<file path="config.mk">
export PLATFORM = sky130hd
export DESIGN_NAME = lifo_reader
export DESIGN_NICKNAME = d
export VERILOG_FILES = /design/src/rtl/lifo_reader_pkg.sv /design/src/rtl/lifo_reader_skid.sv /design/src/rtl/lifo_reader.sv
export SDC_FILE = /design/constraint.sdc
export NUM_CORES = 1
export LEC_CHECK = 0
export CORE_ASPECT_RATIO = 1.4
export CORE_MARGIN = 3
export CORE_UTILIZATION = 25
export CTS_BUF_LIST = sky130_fd_sc_hd__clkbuf_8
export CTS_CLUSTER_SIZE = 24
export DETAILED_ROUTE_END_ITERATION = 6
export DONT_BUFFER_PORTS = 1
export HOLD_SLACK_MARGIN = 0.02
export SYNTH_ARGS = -nofsm -noshare
export SYNTH_HDL_FRONTEND = slang
export SYNTH_HIERARCHICAL = 1
export SYNTH_SLANG_ARGS = --single-unit
</file>
<file path="constraint.sdc">
create_clock -name clk -period 3.5 [get_ports clk]
set_clock_uncertainty 0.2 [all_clocks]
set_input_delay 0.7 -clock clk [delete_from_list [all_inputs] [get_ports clk]]
set_output_delay 0.7 -clock clk [all_outputs]
set_load 0.02 [all_outputs]
</file>
<file path="src/rtl/lifo_reader_pkg.sv">
// Shared types for the lifo_reader block: FSM states and skid-buffer occupancy.
// Optional stall timeout is enabled with the LIFO_READER_TIMEOUT_EN macro.
package lifo_reader_pkg;

  typedef enum logic [1:0] {
    IDLE  = 2'd0,
    POP   = 2'd1,
    STALL = 2'd2,
    FLUSH = 2'd3
  } state_t;

  typedef logic [1:0] skid_occ_t;

  localparam skid_occ_t SKID_DEPTH = 2'd2;

  // A full skid can still accept a word when its head leaves in the same cycle.
  function automatic logic skid_has_room(input skid_occ_t occ, input logic take);
    return (occ < SKID_DEPTH) || ((occ == SKID_DEPTH) && take);
  endfunction

endpackage

</file>
<file path="src/rtl/lifo_reader_skid.sv">
// Two-entry valid/ready skid buffer carrying a last flag; the head entry drives
// the stream outputs directly from registers.
module lifo_reader_skid
  import lifo_reader_pkg::*;
#(
  parameter int DATA_W = 16
) (
  input  logic              clk,
  input  logic              rst,
  input  logic              i_push,
  input  logic [DATA_W-1:0] i_push_data,
  input  logic              i_push_last,
  input  logic              i_ready,
  output logic              o_valid,
  output logic [DATA_W-1:0] o_data,
  output logic              o_last,
  output skid_occ_t         o_occ
);

  skid_occ_t         r_occ;
  logic [DATA_W-1:0] r_data_p0;
  logic [DATA_W-1:0] r_data_p1;
  logic              r_last_p0;
  logic              r_last_p1;
  logic              w_pop;

  assign o_valid = (r_occ != '0);
  assign o_data  = r_data_p0;
  assign o_last  = r_last_p0;
  assign o_occ   = r_occ;
  assign w_pop   = o_valid & i_ready;

  // p0 is the presented head entry, p1 the overflow entry behind it
  always_ff @(posedge clk) begin
    if (rst) begin
      r_occ     <= '0;
      r_data_p0 <= '0;
      r_last_p0 <= 1'b0;
    end else begin
      if (i_push && !w_pop) begin
        r_occ <= r_occ + 1'b1;
      end else if (!i_push && w_pop) begin
        r_occ <= r_occ - 1'b1;
      end

      if (w_pop) begin
        if (r_occ == 2'd2) begin
          r_data_p0 <= r_data_p1;
          r_last_p0 <= r_last_p1;
        end else if (i_push) begin
          r_data_p0 <= i_push_data;
          r_last_p0 <= i_push_last;
        end
      end else if (i_push && (r_occ == 2'd0)) begin
        r_data_p0 <= i_push_data;
        r_last_p0 <= i_push_last;
      end

      if (i_push && (((r_occ == 2'd1) && !w_pop) || ((r_occ == 2'd2) && w_pop))) begin
        r_data_p1 <= i_push_data;
        r_last_p1 <= i_push_last;
      end
    end
  end

endmodule

</file>
<file path="src/rtl/lifo_reader.sv">
// Pops a burst (or drains) from an attached lifo and streams it newest-first.
// Define LIFO_READER_TIMEOUT_EN to abort a burst after TMO empty stall cycles.
module lifo_reader
  import lifo_reader_pkg::*;
#(
  parameter int DATA_W = 16,
  parameter int DEPTH  = 8,
  parameter int LEN_W  = 8,
  parameter int TMO    = 64
) (
  input  logic                       clk,
  input  logic                       rst,
  input  logic                       start,
  input  logic [LEN_W-1:0]           burst_len,
  output logic                       busy,
  output logic                       done,
  output logic                       timeout,
  output logic                       lifo_r_req,
  input  logic [DATA_W-1:0]          lifo_r_data,
  input  logic                       lifo_empty,
  input  logic [$clog2(DEPTH+1)-1:0] lifo_cnt,
  output logic                       out_valid,
  output logic [DATA_W-1:0]          out_data,
  output logic                       out_last,
  input  logic                       out_ready
);

  localparam int CNT_W = $clog2(DEPTH + 1);

  state_t           r_state;
  logic [LEN_W-1:0] r_len;
  logic [LEN_W-1:0] r_cnt;
  logic             r_done;
  logic             r_timeout;
  logic             r_tmo_flag;

  skid_occ_t        w_occ;
  logic             w_take;
  logic             w_room;
  logic             w_pop;
  logic             w_last_pop;
  logic             w_skid_drains;
  logic             w_tmo_expire;

  assign w_take     = out_valid & out_ready;
  assign w_room     = skid_has_room(w_occ, w_take);
  assign w_pop      = (r_state == POP) & ~lifo_empty & w_room;
  // A zero length means drain: the final pop is the one that takes the last word.
  assign w_last_pop = (r_len == '0) ? (lifo_cnt == CNT_W'(1))
                                    : (r_cnt == r_len - 1'b1);
  assign w_skid_drains = (w_occ == 2'd0) | ((w_occ == 2'd1) & w_take);

`ifdef LIFO_READER_TIMEOUT_EN
  localparam int TMO_W = $clog2(TMO + 1);
  logic [TMO_W-1:0] r_tmo_cnt;

  always_ff @(posedge clk) begin
    if (rst || (r_state != STALL) || !lifo_empty) begin
      r_tmo_cnt <= '0;
    end else begin
      r_tmo_cnt <= r_tmo_cnt + 1'b1;
    end
  end

  assign w_tmo_expire = (r_state == STALL) & lifo_empty & (r_tmo_cnt == TMO_W'(TMO - 1));
`else
  // Without the timeout a stall never expires; TMO has no effect here.
  assign w_tmo_expire = (TMO < 0);
`endif

  always_ff @(posedge clk) begin
    if (rst) begin
      r_state    <= IDLE;
      r_len      <= '0;
      r_cnt      <= '0;
      r_done     <= 1'b0;
      r_timeout  <= 1'b0;
      r_tmo_flag <= 1'b0;
    end else begin
      r_done    <= 1'b0;
      r_timeout <= 1'b0;
      case (r_state)
        IDLE: begin
          if (start) begin
            r_len      <= burst_len;
            r_cnt      <= '0;
            r_tmo_flag <= 1'b0;
            r_state    <= ((burst_len == '0) && lifo_empty) ? FLUSH : POP;
          end
        end
        POP: begin
          if (w_pop) begin
            r_cnt <= r_cnt + 1'b1;
            if (w_last_pop) begin
              r_state <= FLUSH;
            end
          end else if (lifo_empty) begin
            r_state <= (r_len != '0) ? STALL : FLUSH;
          end
        end
        STALL: begin
          if (!lifo_empty) begin
            r_state <= POP;
          end else if (w_tmo_expire) begin
            r_tmo_flag <= 1'b1;
            r_state    <= FLUSH;
          end
        end
        FLUSH: begin
          if (w_skid_drains) begin
            r_done    <= 1'b1;
            r_timeout <= r_tmo_flag;
            r_state   <= IDLE;
          end
        end
        default: r_state <= IDLE;
      endcase
    end
  end

  assign busy       = (r_state != IDLE);
  assign done       = r_done;
  assign timeout    = r_timeout;
  assign lifo_r_req = w_pop;

  lifo_reader_skid #(
    .DATA_W (DATA_W)
  ) u_skid (
    .clk         (clk),
    .rst         (rst),
    .i_push      (w_pop),
    .i_push_data (lifo_r_data),
    .i_push_last (w_last_pop),
    .i_ready     (out_ready),
    .o_valid     (out_valid),
    .o_data      (out_data),
    .o_last      (out_last),
    .o_occ       (w_occ)
  );

endmodule

</file>
## After elaboration in Yosys (flattened, before gate mapping)

Index checks and enable logic that the tools add are counted.

- Flip-flop bits (word level): 55
- Output and inout port bits: 22
- Word-level logic and storage cells: 87

- Add/sub/neg operators: 4
- Order comparisons: 1
- Eq/ne operators: 14
- Mux-type cells: 24
- Bitwise gates (word level): 8
- Reduce and logical (&&, ||, !) cells: 27

Operators by type and width:

| kind | number |
|---|---|
| $mux W16 | 4 |
| $mux W2 | 9 |
| $logic_not A8 Y1 | 2 |
| $mux W8 | 2 |
| $pmux W8 S2 | 1 |
| $reduce_bool A2 Y1 | 5 |
| $add A8 B1 Y8 const B | 1 |
| $eq A8 B8 Y1 | 1 |
| $pmux W2 S4 | 1 |
| $reduce_bool A8 Y1 | 1 |
| $sub A8 B1 Y8 const B | 1 |
| $logic_and A1 B1 Y1 | 7 |
| $mux W1 | 7 |
| $eq A2 B2 Y1 const B | 3 |
| $ne A2 B2 Y1 const B | 3 |
| $ne A3 B2 Y1 const B | 2 |
| $reduce_and A2 Y1 | 3 |
| $reduce_and A5 Y1 | 1 |
| $and A1 B1 Y1 | 4 |
| $eq A2 B1 Y1 const B | 2 |
| $eq A4 B1 Y1 const B | 1 |
| $logic_not A2 Y1 | 2 |
| $ne A3 B3 Y1 const B | 1 |
| $not A1 Y1 | 3 |
| other kinds (9) | 11 |

## Longest topological paths before layout

- Depth after elaboration: 9
- Gate-level depth with buffers: 10
- Mapped depth without buffers: 10

## Cells and area by module

The synthesis kept the hierarchy.

By module, submodules not included:

| module | instances | cells each | area each (µm²) | sequential area each (µm²) |
|---|---|---|---|---|
| lifo_reader_skid | 1 | 115 | 1463.9 | 890.9 |
| lifo_reader | 1 | 164 | 1249.9 | 380.4 |

## Worst setup path after synthesis

Ideal clock, no wire load.

- Path type: register -> register
- From: reg u_skid.r_occ[0], in the netlist u_skid/o_occ[0]
- To: reg u_skid.r_data_p1[0] (enable)
- Setup time: 0.417 ns
- Data arrival time: 3.090 ns
- Required time: 2.883 ns
- Setup slack: -0.207 ns
- Stages on the path, launching flop included: 8
- Path buffers: 0
- Period minus slack after synthesis: 3.707 ns
- Path through: dfxtp_1 inv_1 ha_1 inv_1 and3b_1 o21ai_2 nor2_1 nor3b_1

- Cells in the longest elaborated chain, start to end: 7
- Elaborated cells between the ends (all ways): 13
- Classes of those cells: order compare: 1; eq/ne: 2; bitwise: 2; reduce/logical: 8

RTL lines:

| what | line | source |
|---|---|---|
| from (decl) | lifo_reader_skid.sv:20 | `skid_occ_t r_occ;` |
| from (signal assigned) | lifo_reader_skid.sv:41 | `r_occ <= r_occ + 1'b1;` |
| from (signal assigned) | lifo_reader_skid.sv:43 | `r_occ <= r_occ - 1'b1;` |
| $reduce_bool A2 Y1 | lifo_reader_skid.sv:27 | `assign o_valid = (r_occ != '0);` |
| net out_valid | lifo_reader.sv:22 | `output logic out_valid,` |
| $and A1 B1 Y1 | lifo_reader.sv:45 | `assign w_take = out_valid & out_ready;` |
| $logic_and A1 B1 Y1 | lifo_reader_pkg.sv:18 | `return (occ < SKID_DEPTH) \|\| ((occ == SKID_DEPTH) && take);` |
| $logic_or A1 B1 Y1 | lifo_reader_pkg.sv:18 |  |
| $and A1 B1 Y1 | lifo_reader.sv:47 | `assign w_pop = (r_state == POP) & ~lifo_empty & w_room;` |
| net lifo_r_req | lifo_reader.sv:18 | `output logic lifo_r_req,` |
| $logic_and A1 B1 Y1 | lifo_reader_skid.sv:59 | `if (i_push && (((r_occ == 2'd1) && !w_pop) \|\| ((r_occ == 2'd2) && w_pop))) begin` |
| $reduce_and A2 Y1 (no source line) | - |  |
| to (signal assigned) | lifo_reader_skid.sv:60 | `r_data_p1 <= i_push_data;` |
| to (decl) | lifo_reader_skid.sv:22 | `logic [DATA_W-1:0] r_data_p1;` |

The timed path passes the listed nets, and every way through them passes these cells.
A chain may end at the register's enable or synchronous reset.

## Final worst setup path

- From: reg u_skid.r_occ[0], in the netlist u_skid/o_occ[0]
- To: out lifo_r_req

- Cells in the longest elaborated chain, start to end: 5
- Elaborated cells between the ends (all ways): 7
- Classes of those cells: order compare: 1; eq/ne: 1; bitwise: 2; reduce/logical: 3

RTL lines:

| what | line |
|---|---|
| $reduce_bool A2 Y1 | lifo_reader_skid.sv:27 |
| net out_valid | lifo_reader.sv:22 |
| $and A1 B1 Y1 | lifo_reader.sv:45 |
| $logic_and A1 B1 Y1 | lifo_reader_pkg.sv:18 |
| $logic_or A1 B1 Y1 | lifo_reader_pkg.sv:18 |
| $and A1 B1 Y1 | lifo_reader.sv:47 |
| to (decl) | lifo_reader.sv:18 |

The timed path passes the listed nets, and every way through them passes these cells.

==> impl_metrics.yaml <==
clock_tree:
  cts_tree: "built"
  cts_hold_buffers: 0
  insertion_delay_ps: 310
  cts-resized-gates: 0
  h-tree-depth: 2
  cts_setup_buffers: 0
  cts_sinks: 55
  cts_buffers: 5
  path_clk_slew_ps: 100
  cts_root_buffer: "clkbuf_8"
  clk_path_buf_depth: 2
sta:
  rsz0062_at_grt: "false"
  fin_tns_setup_ps: 0
  setup_viol: 0
  min_period_ps: 3180
  hold_slack_ps: 238
  worstMarginPinSlew_ps: 728
  clock.fmax_ghz: 0.314
  slew_violations: 0
  finalHoldViolations: 0
  relSlewSlack_pct: 51.4
  period_share_pct: 90.9
pwr:
  finalPower_mw: 1.69
  vdd_ir_drop_max_uv: 426
  powerDensity_nw_per_um2: 577
  p_leak_nw: 1.11
detailed_routing:
  drc: 0
  drtAntennaViolNets: 0
  viasPerCell: 4.88
  drt-initial-drc-count: 148
  detailroute.via_count: 2014
  wl_per_cell_um: 14.5
  first_pass_iters: 4
  finalWirelength_um: 5990
min_path:
  hold_path_class: "in -> reg"
worst_setup_path:
  crit_required_ps: 2600
  path_common_cell: "inv_1"
  cp_slowest_cell: "nor2_1"
  critical_path.max_fanout: 8
  startpoint_type: "flop"
  crit_type: "reg -> out"
  crit_chain: "inv_1, ha_1, inv_1, and3b_1, o21ai_2, nor2_1, buf_4"
  critical-path-max-stage-delay_ps: 420
  setup.worst_path.end_class: "output port"
  cp_data_arrival_time_ps: 2280
layout:
  final_cell_mix: "38 x dfxtp_1, 26 x a21oi_1, 25 x inv_1, 25 x nand2_1, 17 x edfxtp_1"
  mostFrequentLayoutCell: "dfxtp_1"
  multi_input_area_um2: 1270
  fillers: 1148
  drive_above_1_share_pct: 9.82
  regArea_um2: 1270
  diodes: 0
  final_nets: 314
  syn_to_final_growth_pct: 8.02
floorplanning:
  die_y_um: 129
  core_um2: 10500
  rows: 44
  initial_core_util_pct: 25.9
  die_w_um: 94.1
  dieArea_um2: 12200
  ios: 55
yosys:
  synthesis.area_um2: 2710
  ys_types: 52
  avgSynthCellArea_um2: 9.73
  ys_seq_area_share_pct: 46.8
  synth_nets: 319
  ys_seq_elements: 55
  synth_cells: 279
  synth_edf_count: 17
  async_flop_share_pct: 0
  synth_warnings: 6
  synth_ff_type: "dfxtp_1"
place:
  port_buffers: 0
  place_congestion: 0.777
  dp_hpwl_um: 4410
grt:
  first_global_vias: 2074
  grt_pass1_wl_um: 10000
  grt_antenna_before_repair: 0
  grt_use_total_pct: 10.3
  grt_max_degree: 36
  grt-ovfl-total: 0
flow_run:
  drv_cap: 0
outcome:
  status: "finished clean"
-- Yosys cell counts (all sizes together), types with 2 or more instances --
master  count  area, um2
o211ai      7       52.6
inv        25       93.8
nor4        3       33.8
dfxtp      38        761
mux2i       2       20.0
nand3       6       30.0
a21oi      33        191
nor3        2       10.0
or4         5       37.5
o21ai       7       42.5
and3b       3       26.3
nor2       14       52.6
or3         2       12.5
nand2b      5       31.3
buf         7       55.1
edfxtp     17        510
nor2b       7       43.8
xnor2       6       52.6
and3        2       12.5
o221a      16        180
a31oi       2       12.5
a21o        3       22.5
xor2        4       35.0
clkbuf      8       30.0
nand2      26        100
ha          7       87.6
nand4       3       18.8
and2        2       12.5
-- report_power, final --
part	switching (mW)	internal (mW)	leakage [nW]
Clock	0.223	0.167	0.0533
Combinational	0.239	0.183	0.595
Sequential	0.142	0.738	0.463
-- final timing paths --
path                            cells past startpoint                    endpoint  slack, ps                          from
worst max-delay path                                7                  lifo_r_req        320  u_skid/o_occ[0]$_SDFFE_PP0P_
worst min-delay path                                1     r_state[0]$_SDFFE_PP0P_        240                           rst
worst max register to register                      8  u_skid/o_last$_SDFFE_PP0P_        600  u_skid/o_occ[0]$_SDFFE_PP0P_
worst min register to register                      2       r_len[7]$_SDFFE_PP0P_        300         r_len[7]$_SDFFE_PP0P_
-- final cells by class --
| cell class | count | share of cell area, % |
|---|---|---|
| clock buffers | 6 | 2.82 |
| clock inverters | 2 | 0.683 |
| inverters | 25 | 3.20 |
| multi-input cells | 184 | 43.3 |
| flip-flops and latches | 55 | 43.4 |
| well taps | 138 | 5.89 |
| repair buffers | 3 | 0.768 |
-- cell families after synthesis --
| group | count (synthesis) | share of synthesized area (%) |
|---|---|---|
| AND/OR/NAND/NOR | 85 | 17.0 |
| buffers and inverters | 40 | 6.59 |
| adder cells (fa/ha/maj) | 7 | 3.23 |
| XOR/XNOR | 10 | 3.23 |
| flip-flops | 55 | 46.8 |
| multiplexers | 3 | 1.15 |
| AO/OA/AOI/OAI | 78 | 21.8 |
| other | 1 | 0.138 |
-- state kept, by name, summed over array words and instances (netlist names) --
register	count
u_skid/r_last_p1	1
u_skid/o_last	1
done	1
r_len	8
r_cnt	8
u_skid/o_occ	2
u_skid/o_data	16
u_skid/r_data_p1	16
r_state	2
-- critical path, delay by kind of cell (launching register included) --
family / cells / cell delay, ps
AOI/OAI and AO/OA: 1 / 70
DFF: 1 / 410
and+or+nand+nor: 2 / 650
buffers and inverters: 3 / 560
adders and majority gates: 1 / 270
-- metal layers --
| layer | part of all wire, % | up-vias | global-route usage [%] |
|---|---|---|---|
| li1 | - | 987 | - |
| met1 | 37 | 961 | 10.9 |
| met2 | 55 | 59 | 19.2 |
| met3 | 7.2 | 7 | 3.37 |
| met4 | 1.4 | 0 | 2.98 |
| met5 | 0 | - | 0 |
-- stage by stage --
step	area [um2]	util, %	setup slack, ps	instances
after floorplan	2720	-	370	279
after CTS	2930	28.0	295	413
after detailed placement	2830	27.0	624	405
final	2930	28.0	319	413
after global routing	2930	28.0	114	413
after global placement	2830	27.0	750	405
Note: power is estimated with default switching activity, not from simulation.
